**config.mk**
```make
export PLATFORM = sky130hd
export DESIGN_NAME = uart_tx_sched_flat
export DESIGN_NICKNAME = d
export VERILOG_FILES = /design/src/rtl/uart_tx_sched_if.sv /design/src/rtl/uart_tx_sched.sv /design/src/flat_wrapper.sv
export SDC_FILE = /design/constraint.sdc
export NUM_CORES = 1
export LEC_CHECK = 0
export ABC_AREA = 1
export CAP_MARGIN = 10
export CORE_AREA = 4 4 127 93
export DETAILED_ROUTE_END_ITERATION = 8
export DIE_AREA = 0 0 131 97
export PLACE_DENSITY = 0.51
export SLEW_MARGIN = 10
export SYNTH_ARGS = -nofsm -noshare
export SYNTH_HDL_FRONTEND = slang
export SYNTH_SLANG_ARGS = --single-unit
```
**constraint.sdc**
```tcl
create_clock -name sys_clk -period 2.9 [get_ports sys_clk]
set_input_delay 0.58 -clock sys_clk [delete_from_list [all_inputs] [get_ports sys_clk]]
set_output_delay 0.58 -clock sys_clk [all_outputs]
set_load 0.02 [all_outputs]
```
**src/rtl/uart_tx_sched_if.sv**
```systemverilog
// Bundle between the packet scheduler, its requesters and the uart_tx byte transmitter.
// The master modport is the scheduler's view of the bus; slave is the opposite side.
interface uart_tx_sched_if #(
    parameter int unsigned NUM_REQ = 2
);
    logic [NUM_REQ-1:0]   req_i;
    logic [8*NUM_REQ-1:0] len_i;
    logic [8*NUM_REQ-1:0] data_i;
    logic [NUM_REQ-1:0]   grant_o;
    logic [NUM_REQ-1:0]   data_rd_o;
    logic [NUM_REQ-1:0]   done_o;
    logic                 uart_tx_en_o;
    logic [7:0]           uart_txdata_o;
    logic                 uart_tx_busy_i;
    logic                 sched_busy_o;

    modport master (
        input  req_i, len_i, data_i, uart_tx_busy_i,
        output grant_o, data_rd_o, done_o, uart_tx_en_o, uart_txdata_o, sched_busy_o
    );

    modport slave (
        output req_i, len_i, data_i, uart_tx_busy_i,
        input  grant_o, data_rd_o, done_o, uart_tx_en_o, uart_txdata_o, sched_busy_o
    );
endinterface

```
**src/rtl/uart_tx_sched.sv**
```systemverilog
// Round-robin packet scheduler feeding one uart_tx: frames HDR, LEN, payload, CHK per grant
// and paces every byte through the uart_tx enable/busy handshake.
module uart_tx_sched #(
    parameter int unsigned NUM_REQ  = 2,
    parameter logic [7:0]  HDR_BYTE = 8'hA5
) (
    input  logic            sys_clk,
    input  logic            sys_rst_n,
    uart_tx_sched_if.master bus
);
    localparam int unsigned IDX_W = (NUM_REQ > 1) ? $clog2(NUM_REQ) : 1;

    localparam logic [2:0] ST_IDLE = 3'd0;
    localparam logic [2:0] ST_HDR  = 3'd1;
    localparam logic [2:0] ST_LENB = 3'd2;
    localparam logic [2:0] ST_PAY  = 3'd3;
    localparam logic [2:0] ST_CHK  = 3'd4;

    localparam logic [1:0] BS_ISSUE   = 2'd0;
    localparam logic [1:0] BS_WAIT_HI = 2'd1;
    localparam logic [1:0] BS_WAIT_LO = 2'd2;

    logic [2:0]         r_state, w_state_nxt;
    logic [1:0]         r_bstate, w_bstate_nxt;
    logic [IDX_W-1:0]   r_ptr, w_ptr_nxt;
    logic [IDX_W-1:0]   r_idx, w_idx_nxt;
    logic [7:0]         r_cnt, w_cnt_nxt;
    logic [7:0]         r_chk, w_chk_nxt;
    logic [7:0]         r_txdata, w_txdata_nxt;
    logic [NUM_REQ-1:0] r_grant, w_grant_nxt;
    logic [NUM_REQ-1:0] r_data_rd, w_data_rd_nxt;
    logic [NUM_REQ-1:0] r_done, w_done_nxt;
    logic               r_en, w_en_nxt;
    logic               r_busy, w_busy_nxt;

    logic               w_found;
    logic [IDX_W-1:0]   w_win;
    logic [7:0]         w_win_len;
    logic [7:0]         w_pay_byte;
    logic [7:0]         w_byte;
    int unsigned        w_cand;

    // First requesting index at or after the rr pointer, wrapping modulo NUM_REQ.
    always_comb begin
        w_found = 1'b0;
        w_win   = '0;
        w_cand  = 0;
        for (int k = 0; k < int'(NUM_REQ); k++) begin
            w_cand = 32'(r_ptr) + 32'(k);
            if (w_cand >= NUM_REQ) begin
                w_cand = w_cand - NUM_REQ;
            end
            if (!w_found && bus.req_i[IDX_W'(w_cand)]) begin
                w_found = 1'b1;
                w_win   = IDX_W'(w_cand);
            end
        end
    end

    // Per-requester byte selects for the arbitration winner and the current owner.
    always_comb begin
        w_win_len  = '0;
        w_pay_byte = '0;
        for (int i = 0; i < int'(NUM_REQ); i++) begin
            if (w_win == IDX_W'(i)) w_win_len = bus.len_i[8*i +: 8];
            if (r_idx == IDX_W'(i)) w_pay_byte = bus.data_i[8*i +: 8];
        end
        case (r_state)
            ST_HDR:  w_byte = HDR_BYTE;
            ST_LENB: w_byte = r_cnt;
            ST_PAY:  w_byte = w_pay_byte;
            default: w_byte = r_chk;
        endcase
    end

    // Packet FSM with the per-byte issue/wait handshake nested inside each frame state.
    always_comb begin
        w_state_nxt   = r_state;
        w_bstate_nxt  = r_bstate;
        w_ptr_nxt     = r_ptr;
        w_idx_nxt     = r_idx;
        w_cnt_nxt     = r_cnt;
        w_chk_nxt     = r_chk;
        w_txdata_nxt  = r_txdata;
        w_grant_nxt   = r_grant;
        w_busy_nxt    = r_busy;
        w_data_rd_nxt = '0;
        w_done_nxt    = '0;
        w_en_nxt      = 1'b0;

        if (r_state == ST_IDLE) begin
            if (w_found) begin
                w_state_nxt  = ST_HDR;
                w_bstate_nxt = BS_ISSUE;
                w_idx_nxt    = w_win;
                w_grant_nxt  = NUM_REQ'(1) << w_win;
                w_cnt_nxt    = w_win_len;
                w_chk_nxt    = 8'd0;
                w_busy_nxt   = 1'b1;
                w_ptr_nxt    = (32'(w_win) == NUM_REQ - 1) ? '0 : w_win + 1'b1;
            end
        end else begin
            case (r_bstate)
                BS_ISSUE: begin
                    if (!bus.uart_tx_busy_i) begin
                        w_en_nxt     = 1'b1;
                        w_txdata_nxt = w_byte;
                        w_bstate_nxt = BS_WAIT_HI;
                        if (r_state == ST_LENB) begin
                            w_chk_nxt = r_chk + r_cnt;
                        end
                        if (r_state == ST_PAY) begin
                            w_chk_nxt     = r_chk + w_pay_byte;
                            w_data_rd_nxt = r_grant;
                            if (r_cnt != 8'd0) w_cnt_nxt = r_cnt - 8'd1;
                        end
                    end
                end
                BS_WAIT_HI: begin
                    if (bus.uart_tx_busy_i) w_bstate_nxt = BS_WAIT_LO;
                end
                BS_WAIT_LO: begin
                    if (!bus.uart_tx_busy_i) begin
                        w_bstate_nxt = BS_ISSUE;
                        case (r_state)
                            ST_HDR:          w_state_nxt = ST_LENB;
                            ST_LENB, ST_PAY: w_state_nxt = (r_cnt == 8'd0) ? ST_CHK : ST_PAY;
                            ST_CHK: begin
                                w_state_nxt = ST_IDLE;
                                w_done_nxt  = r_grant;
                                w_grant_nxt = '0;
                                w_busy_nxt  = 1'b0;
                            end
                            default: begin
                                w_state_nxt = ST_IDLE;
                                w_grant_nxt = '0;
                                w_busy_nxt  = 1'b0;
                            end
                        endcase
                    end
                end
                default: w_bstate_nxt = BS_ISSUE;
            endcase
        end
    end

    always_ff @(posedge sys_clk or negedge sys_rst_n) begin
        if (!sys_rst_n) begin
            r_state   <= ST_IDLE;
            r_bstate  <= BS_ISSUE;
            r_ptr     <= '0;
            r_idx     <= '0;
            r_cnt     <= '0;
            r_chk     <= '0;
            r_txdata  <= '0;
            r_grant   <= '0;
            r_data_rd <= '0;
            r_done    <= '0;
            r_en      <= 1'b0;
            r_busy    <= 1'b0;
        end else begin
            r_state   <= w_state_nxt;
            r_bstate  <= w_bstate_nxt;
            r_ptr     <= w_ptr_nxt;
            r_idx     <= w_idx_nxt;
            r_cnt     <= w_cnt_nxt;
            r_chk     <= w_chk_nxt;
            r_txdata  <= w_txdata_nxt;
            r_grant   <= w_grant_nxt;
            r_data_rd <= w_data_rd_nxt;
            r_done    <= w_done_nxt;
            r_en      <= w_en_nxt;
            r_busy    <= w_busy_nxt;
        end
    end

    assign bus.grant_o       = r_grant;
    assign bus.data_rd_o     = r_data_rd;
    assign bus.done_o        = r_done;
    assign bus.uart_tx_en_o  = r_en;
    assign bus.uart_txdata_o = r_txdata;
    assign bus.sched_busy_o  = r_busy;
endmodule

```
**src/flat_wrapper.sv**
```systemverilog
// flat-port wrapper written by rule: the top's interface ports become plain ports
module uart_tx_sched_flat 
#(
    parameter int unsigned NUM_REQ  = 2,
    parameter logic [7:0]  HDR_BYTE = 8'hA5
)
  (sys_clk, sys_rst_n, bus_req_i, bus_len_i, bus_data_i, bus_uart_tx_busy_i, bus_grant_o, bus_data_rd_o, bus_done_o, bus_uart_tx_en_o, bus_uart_txdata_o, bus_sched_busy_o);
  uart_tx_sched_if #(.NUM_REQ(NUM_REQ)) bus_i ();
  input  logic sys_clk;
  input  logic sys_rst_n;
  input wire logic [$bits(bus_i.req_i)-1:0] bus_req_i;
  input wire logic [$bits(bus_i.len_i)-1:0] bus_len_i;
  input wire logic [$bits(bus_i.data_i)-1:0] bus_data_i;
  input wire logic [$bits(bus_i.uart_tx_busy_i)-1:0] bus_uart_tx_busy_i;
  output wire logic [$bits(bus_i.grant_o)-1:0] bus_grant_o;
  output wire logic [$bits(bus_i.data_rd_o)-1:0] bus_data_rd_o;
  output wire logic [$bits(bus_i.done_o)-1:0] bus_done_o;
  output wire logic [$bits(bus_i.uart_tx_en_o)-1:0] bus_uart_tx_en_o;
  output wire logic [$bits(bus_i.uart_txdata_o)-1:0] bus_uart_txdata_o;
  output wire logic [$bits(bus_i.sched_busy_o)-1:0] bus_sched_busy_o;
  assign bus_i.req_i = bus_req_i;
  assign bus_i.len_i = bus_len_i;
  assign bus_i.data_i = bus_data_i;
  assign bus_i.uart_tx_busy_i = bus_uart_tx_busy_i;
  assign bus_grant_o = bus_i.grant_o;
  assign bus_data_rd_o = bus_i.data_rd_o;
  assign bus_done_o = bus_i.done_o;
  assign bus_uart_tx_en_o = bus_i.uart_tx_en_o;
  assign bus_uart_txdata_o = bus_i.uart_txdata_o;
  assign bus_sched_busy_o = bus_i.sched_busy_o;
  uart_tx_sched #(.NUM_REQ(NUM_REQ), .HDR_BYTE(HDR_BYTE)) u_core (.sys_clk(sys_clk), .sys_rst_n(sys_rst_n), .bus(bus_i));
endmodule
```
# == Word level (Yosys, flattened, before mapping) ==
# Cells that the tools add are included.
# word_totals
register_bits,39
input_bits,37
out_inout_bits,16
elab_cells,117
# op_classes
n_addsub,7
magnitude_cmp,4
eq_ne,12
shifts,1
n_mux,59
bitwise_logic,2
n_reduce_logical,20
# op_table
cell,count
2-to-1 mux 8 bit,14
2-to-1 mux 2 bit,18
one-hot mux 8 bit (3 select lines),1
2-to-1 mux 1 bit,19
adder 8 bit,2
2-to-1 mux 3 bit,5
AND reduction 4 bit,3
"inequality test 3 x 2 -> 1 bit, second input constant",3
logical NOT 8 bit,1
nonzero test 2 bit,4
nonzero test 8 bit,1
"subtractor 8 x 1 -> 8 bit, second input constant",1
"== test 3 x 2 -> 1 bit, second input constant",2
"inequality test 2 x 1 -> 1 bit, second input constant",3
one-hot mux 2 bit (3 select lines),1
one-hot mux 3 bit (2 select lines),1
AND reduction 3 bit,2
AND reduction 5 bit,1
"less-than comparator 1 x 2 -> 1 bit, second input constant",2
"== test 3 x 1 -> 1 bit, second input constant",1
"== test 3 bit, second input constant",1
logical NOT 3 bit,1
nonzero test 3 bit,1
OR reduction 3 bit,1
14 further kinds,16

# == Depth between registers and ports, before layout ==
# logic_depth
ltp_word,11
depth_mapped,15

# == Least setup slack after synthesis ==
# No wires, ideal clock.
# synth_timing
path_type,reg2reg
from,register u_core.r_state[0]
to,register u_core.r_chk[6]
setup_time_ns,0.118
arrival_ns,2.126
setup_slack_ns,0.656
stages_incl_launch_ff,15
n_path_buf,2
synth_period_minus_slack_ns,2.244
cell_sequence,dfrtp_1 > buf_2 > nand2_1 > nor2_4 > buf_2 > o21ai_0 > ha_1 > inv_1 > fa_1 > o21ai_0 > nand2_1 > nand2_1 > nand2_1 > nand3_1 > nand2_1
# synth_via
elab_chain_len,5
# synth_lines
item,line_no,source
from (decl),uart_tx_sched.sv:23,"logic [2:0] r_state, w_state_nxt;"
from (signal assigned),uart_tx_sched.sv:162,r_state <= w_state_nxt;
== test 3 x 2 -> 1 bit,uart_tx_sched.sv:112,if (r_state == ST_PAY) begin
2-to-1 mux 8 bit,uart_tx_sched.sv:112,
2-to-1 mux 8 bit,uart_tx_sched.sv:105,if (!bus.uart_tx_busy_i) begin
2-to-1 mux 8 bit,uart_tx_sched.sv:103,case (r_bstate)
2-to-1 mux 8 bit,uart_tx_sched.sv:91,if (r_state == ST_IDLE) begin
to (signal assigned),uart_tx_sched.sv:167,r_chk <= w_chk_nxt;
to (decl),uart_tx_sched.sv:28,"logic [7:0] r_chk, w_chk_nxt;"
# Several ways; a longest one is shown, not always the timed one. The select of a mux whose other input is x is not followed.
# A chain may end at the register's enable or synchronous reset.

# == Final worst setup path ==
# layout_timing
from,register u_core.r_state[2]
to,register u_core.r_chk[6]
# The elaborated chain is that of the path after synthesis.

==> flow_metrics.env <==
export IMPL_power_per_cell_area_mw_per_mm2=1110
export IMPL_grt_busiest_layer="met1"
export IMPL_antenna_left=0
export IMPL_clockBufferDepth=2
export IMPL_status="completed"
export IMPL_r2r_start="u_core.r_state[2]"
export IMPL_drt_iter0_markers=196
export IMPL_finalHoldViolations=0
export IMPL_firstDrtPassIters=4
export IMPL_cts_tree="yes"
export IMPL_critical_path_required_ns=3.08
export IMPL_relSlewSlack=0.352
export IMPL_die_h_um=97
export IMPL_use_met3=0.0265
export IMPL_cp_data_arrival_time_ns=2.68
export IMPL_synthXorXnorAreaFrac=0.00673
export IMPL_placed_cell_area_mm2=0.00330
export IMPL_r2r_end="u_core.r_chk[6]"
export IMPL_worstPathMaxFanout=6
export IMPL_rsz0062_at_grt="false"
export IMPL_die_w_um=131
export IMPL_min_period_ns=2.51
export IMPL_h_tree_depth=2
export IMPL_clock_latency_ns=0.28
export IMPL_crit_type="reg2reg"
export IMPL_synthDistinctLibCells=37
export IMPL_max_stage_delay_ns=0.49
export IMPL_place_ws_ns=0.226
export IMPL_die_area_mm2=0.0127
export IMPL_crit_path_end_kind="register"
export IMPL_nNetsFinal=473
export IMPL_cts_hold_buffers=0
export IMPL_wl_per_cell_um=13.9
export IMPL_cap_viol_max_count=0
export IMPL_crit_start="u_core.r_state[2]"
export IMPL_setup_ws_ns=0.393
export IMPL_synth_seq_cells=39
export IMPL_portBuffers=52
export IMPL_routed_via_count=2522
export IMPL_crit_slowest_cell="dfrtp_1"
export IMPL_synth_fa_ha_area_frac=0.0510
export IMPL_drive_gt1_frac=0.0913
export IMPL_syn_nets=412
export IMPL_vias_per_cell=4.48
export IMPL_cts_sinks=39
export IMPL_synth_async_sr_flop_share=1.00
export IMPL_synth_compound_area_share=0.130
export IMPL_post_route_period_util=0.865
export IMPL_finalWirelength_mm=7.84
export IMPL_ios=53
export IMPL_cts_resized=0
export IMPL_coreArea_mm2=0.0107
export IMPL_synthFlopType="dfrtp_1"
export IMPL_hpwl_mm=6.18
export IMPL_synth_edff_count=0
export IMPL_crit_chain="inv_4 -> nand3_1 -> nor3_1 -> a21oi_1 -> fa_1 -> o21ai_0 -> nand2_1 -> nand2_1 -> nand2_1 -> nand3_1 -> nand2_1"
export IMPL_yosysWarnings=0
export IMPL_start_util=0.243
export IMPL_worstMarginPinSlew_ns=0.972
export IMPL_setup_violations=0
export IMPL_maxSlewViolCount=0
export IMPL_gp_congestion=0.833
export IMPL_grt_max_degree=40
export IMPL_grt_pass1_wl_mm=12.9
export IMPL_fin_tns_setup_ns=0
export IMPL_cts_root_buf="clkbuf_16"
export IMPL_syn_inst=365
export IMPL_syn_avg_cell_area_um2=7.13
export IMPL_antenna_found_initial=0
export IMPL_num_antenna_cells=0
export IMPL_cp_endpoint="u_core.r_chk[6]"
export IMPL_power_w=0.00386
export IMPL_synth_top_family_by_area="simple AND/OR/NAND/NOR gates"
export IMPL_reg2reg_setup_slack_ns=0.39
export IMPL_leakage_nw=1.65
export IMPL_use_met1=0.209
export IMPL_cts_clk_slew_worst_paths_ns=0.06
export IMPL_syn_area_mm2=0.00260
export IMPL_final_cell_area_mm2=0.00349
export IMPL_skew_ns=0.00553
export IMPL_synth_mux_area_frac=0
export IMPL_ff2ff_path_depth=11
export IMPL_seq_area_frac_synth=0.375
export IMPL_timing_fmax_mhz=399
export IMPL_use_met2=0.174
export IMPL_yosys_area_share_simple=0.355
export IMPL_post_route_drc_count=0
export IMPL_grt_pass1_vias=2512
export IMPL_hold_path_class="in2async"
export IMPL_overflow=0
export IMPL_instances_no_fill=563
export IMPL_cts_setup_buffers=0
export IMPL_dp_cells=555
export IMPL_syn_to_final_growth_pct=34.2
export IMPL_track_usage=0.130
export IMPL_startpoint_type="register"
export IMPL_numCtsBuffers=5
export IMPL_cpMostUsedCell="nand2_1"
export IMPL_rows=32
export IMPL_ir_drop_v=0.000339
==> state kept, by name (all words and copies together) (netlist names) <==
| register | count |
|---|---|
| u_core.bus.uart_tx_en_o | 1 |
| u_core.bus.grant_o | 2 |
| u_core.r_idx | 1 |
| u_core.bus.uart_txdata_o | 8 |
| u_core.r_state | 3 |
| u_core.r_chk | 8 |
| u_core.r_ptr | 1 |
| u_core.bus.sched_busy_o | 1 |
| u_core.r_cnt | 8 |
| u_core.bus.data_rd_o | 2 |
| u_core.r_bstate | 2 |
| u_core.bus.done_o | 2 |
==> cell families after synthesis <==
kind of cell    Yosys count
simple gates            206
buf+inv                  51
compound gates           57
flops                    39
xor+xnor                  2
fa+ha+maj                10
==> cell usage after synthesis (all sizes together) (2+ instances only) <==
| master | number | share of area |
|---|---|---|
| clkinv | 2 | 0.0029 |
| inv | 44 | 0.065 |
| o21ai | 34 | 0.073 |
| ha | 9 | 0.043 |
| nand3b | 2 | 0.0058 |
| nand4 | 3 | 0.0096 |
| nor3 | 5 | 0.0096 |
| nand3 | 23 | 0.049 |
| nand2 | 123 | 0.19 |
| o211ai | 6 | 0.017 |
| buf | 4 | 0.012 |
| nor2 | 48 | 0.089 |
| xor2 | 2 | 0.0067 |
| o21bai | 3 | 0.0087 |
| a21oi | 9 | 0.017 |
| o22ai | 3 | 0.0072 |
| dfrtp | 39 | 0.38 |
==> per-stage QoR <==
| step | hold WS, ns | utilization |
|---|---|---|
| 6_report | 0.448 | 0.327 |
| 5_1_grt | 0.499 | 0.327 |
| 4_1_cts | 0.480 | 0.327 |
| 3_3_place_gp | 0.475 | 0.309 |
| 2_1_floorplan | 0.284 | - |
| 3_5_place_dp | 0.469 | 0.309 |
==> final cells by class <==
class | count | area, µm²
Fill cell | 1120 | 7200
Clock buffer | 6 | 129
Multi-Input combinational cell | 275 | 1410
Timing Repair Buffer | 59 | 568
Tap cell | 136 | 170
Clock inverter | 2 | 60.1
Inverter | 46 | 178
Sequential cell | 39 | 976
==> cells in the final DEF (no fill, tap or decap), types with 3 or more instances in the layout <==
master           netlist  routed
clkdlybuf4s50_1        0      51
nor2_4                 4       4
nor2_1                41      41
nand3_1               22      22
buf_4                  0       7
o211ai_1               6       6
dfrtp_1               39      39
o21bai_1               3       3
ha_1                   9       9
o22ai_1                3       3
clkbuf_16              0       5
o21ai_0               25      25
inv_1                 36      36
nor3_1                 5       5
inv_2                  6       6
a21oi_1                9       9
nand2_1              120     120
o21ai_1                6       6
==> worst max-delay path: cells and delay by family, from the launching register on <==
kind                       cells  cell delay [ns]
and+or+nand+nor                7             0.94
DFF                            1             0.49
adders and majority gates      1             0.44
AOI/OAI and AO/OA              2             0.38
buffers and inverters          1             0.16
==> report_power, final <==
| part | total, W | internal [W] | switching (W) |
|---|---|---|---|
| logic | 0.00220 | 0.000836 | 0.00136 |
| clock network | 0.000724 | 0.000494 | 0.000230 |
| registers | 0.000940 | 0.000760 | 0.000180 |
| total | 0.00386 | 0.00209 | 0.00177 |
==> metal layers <==
layer	vias to the layer above	part of all wire
li1	1301	-
met1	1147	0.55
met2	66	0.38
met3	8	0.060
met4	0	0.0092
met5	-	0
==> worst min-delay path by stage <==
stage                             endpoint  slack (ns)                        start
2_1_floorplan      u_core.bus.data_rd_o[0]        0.28                    sys_rst_n
6_report                   u_core.r_chk[3]        0.45                    sys_rst_n
3_5_place_dp   u_core.bus.uart_txdata_o[3]        0.47  u_core.bus.uart_txdata_o[3]
4_1_cts                    u_core.r_chk[3]        0.48                    sys_rst_n
3_3_place_gp   u_core.bus.uart_txdata_o[7]        0.47  u_core.bus.uart_txdata_o[7]
5_1_grt        u_core.bus.uart_txdata_o[1]        0.50  u_core.bus.uart_txdata_o[1]
Note: power is estimated with default switching activity, not from simulation.
==> edit: new RTL, same flow settings <==
`NUM_REQ` is set to 2 in 3 places; all go to 4.
--- a/src/rtl/uart_tx_sched_if.sv
+++ b/src/rtl/uart_tx_sched_if.sv
@@ -2,5 +2,5 @@
 // The master modport is the scheduler's view of the bus; slave is the opposite side.
 interface uart_tx_sched_if #(
-    parameter int unsigned NUM_REQ = 2
+    parameter int unsigned NUM_REQ = 4
 );
     logic [NUM_REQ-1:0]   req_i;
--- a/src/rtl/uart_tx_sched.sv
+++ b/src/rtl/uart_tx_sched.sv
@@ -2,5 +2,5 @@
 // and paces every byte through the uart_tx enable/busy handshake.
 module uart_tx_sched #(
-    parameter int unsigned NUM_REQ  = 2,
+    parameter int unsigned NUM_REQ  = 4,
     parameter logic [7:0]  HDR_BYTE = 8'hA5
 ) (
--- a/src/flat_wrapper.sv
+++ b/src/flat_wrapper.sv
@@ -2,5 +2,5 @@
 module uart_tx_sched_flat 
 #(
-    parameter int unsigned NUM_REQ  = 2,
+    parameter int unsigned NUM_REQ  = 4,
     parameter logic [7:0]  HDR_BYTE = 8'hA5
 )
Interface: changed (6 resized); port bits go from 53 to 93. The function was not compared with the original's and may differ.
==> edit against the unedited design <==
Wire length up 40%. Total power up 71%. Highest routed layer unchanged. Synthesized area up 30%. First-iteration DRC count up 7.1%. Core utilization up 13 points. Worst setup slack worse by 190 ps. Cell area up 40%. Sequential cell count up 8.
==> edit: results (changes against the unedited design) <==
io_buffers: 92  # +77%
nets: 692  # +46%
finalSetupViolCount: 0  # unchanged
wl_met3_um: 932  # +99%
ir_worst_vdd_mv: 0.611  # +80%
vias: 3618  # +43%
clk_path_buf_depth: 2  # unchanged
slowest_delay_ps: 480
top_layer: "met4"
cp_data_arrival_time_ps: 2880  # +200 ps
yosys_most_used_dff: "dfrtp_1"
drive_gt1_share_pct: 13.8  # +4.7 points
power_leakage_nw: 2.28  # +38%
synthTopCellsByCount: "138 x nand2_1, 67 x o21ai_0, 48 x inv_1"
hold_ws_ps: 231  # -217 ps
clk_pin_slew_ps: 70
worst_pin_slew_ps: 476  # -495 ps
cts_root_buf: "clkbuf_16"
cts_made_buffers: 5  # unchanged
post_cts_buffers: 0  # unchanged
grt_first_pass_wirelength_um: 17900  # +38%
outcome: "finished clean"
dr.pass1.iters: 4  # unchanged
synthArstFlopShare_pct: 100  # unchanged
wl_per_cell_um: 14.7  # +5.6%
cp_top_family: "buffers and inverters"
hold_path.class: "primary input to asynchronous set/reset pin"
grt_max_degree: 29  # -28%
dp.final_hpwl_um: 8940  # +44%
reg2reg_slack_ps: 330  # -60 ps
antenna_found_initial: 0  # unchanged
r2r_start: "u_core.r_idx[0]"
ys_warn_count: 0  # unchanged
diodes: 0  # unchanged
cp_slowest_cell: "clkdlybuf4s50_1"
met2WireLength_um: 4030  # +35%
grt_pass1_vias: 3509  # +40%
drt_first_iter_violations: 210  # +7.1%
wl_met1_um: 5840  # +35%
skew_ps: 4.09  # -1.44 ps
htreeDepth: 2  # unchanged
yosysUniqueCellTypes: 33  # -11%
crit_fanout: 13  # +7
grt_use_total_pct: 17.5  # +4.5 points
place_congestion: 0.900  # +8.0%
reg2regPathDepth: 15  # +4
clkLatencyLatePin_ps: 300  # +20 ps
synth_area_leaders: "dfrtp_1 35%, nand2_1 15%, o21ai_0 9.9%"
syn-num-nets: 575  # +40%
fill_cells: 1070  # -4.5%
r2r-end: "u_core.r_chk[7]"
yosysSeqAreaShare_pct: 34.8  # -2.7 points
edit: changes by cell type after synthesis, moves of 7 or more:
cell / before / now
nand2_2: 1 / 11
a21oi_1: 9 / 24
dfrtp_1: 39 / 47
nand3_1: 22 / 33
clkbuf_1: 1 / 8
nand2_1: 120 / 138
o21ai_0: 25 / 67
inv_1: 36 / 48
edit: logic make-up after synthesis:
group                      count (synthesis)  synth area share, %
adders and majority gates                 14                 5.40
xor gates and xnor gates                   7                 1.81
and+or+nand+nor                          247                 32.0
DFF                                       47                 34.8
buffers and inverters                     64                 7.73
AOI/OAI and AO/OA                        111                 18.3
edit: metrics by stage:
step / setup WS, ps / instance area [µm²] / TNS (ps) / instances
2_1_floorplan: 401 / 3380 / 0 / 490
3_3_place_gp: -201 / 4650 / -1220 / 736
3_5_place_dp: -297 / 4650 / -2010 / 736
4_1_cts: 16.5 / 4820 / 0 / 744
5_1_grt: -6.39 / 4880 / -6.39 / 744
6_report: 202 / 4880 / 0 / 744
edit: final cells by class:
cell class	count	area share [%]
multi-input cells	379	41.0
flip-flops and latches	47	24.1
repair buffers	123	23.9
inverters	51	3.93
well taps	136	3.49
clock buffers	5	2.57
clock inverters	3	0.949
edit: worst max path at each step:
stage,slack [ps],to,start,depth (start not counted)
floorplan,400,u_core.r_cnt[2],bus_req_i[3],17
global placement,-200,u_core.r_cnt[5],bus_req_i[3],18
detailed placement,-300,u_core.r_cnt[5],bus_req_i[2],18
CTS,20,u_core.r_cnt[5],bus_req_i[2],18
global route,-6,u_core.r_cnt[5],bus_req_i[3],18
finish,200,u_core.r_cnt[3],bus_req_i[2],19
edit: per-layer routing:
layer | up-vias | global-route usage, %
met5 | - | 0
met1 | 1616 | 28.3
met3 | 14 | 3.81
li1 | 1852 | -
met2 | 136 | 23.3
met4 | 0 | 3.64
edit: timing repair:
| item | in CTS | in global routing |
|---|---|---|
| setup endpoints to repair | 0 | 13 |
| gates resized for setup | 0 | 29 |
| endpoints found under the hold margin | 0 | 0 |
edit: power breakdown:
group / switching [W] / internal, W
combinational: 0.00279 / 0.00194
clock: 0.000274 / 0.000410
sequential: 0.000274 / 0.000913
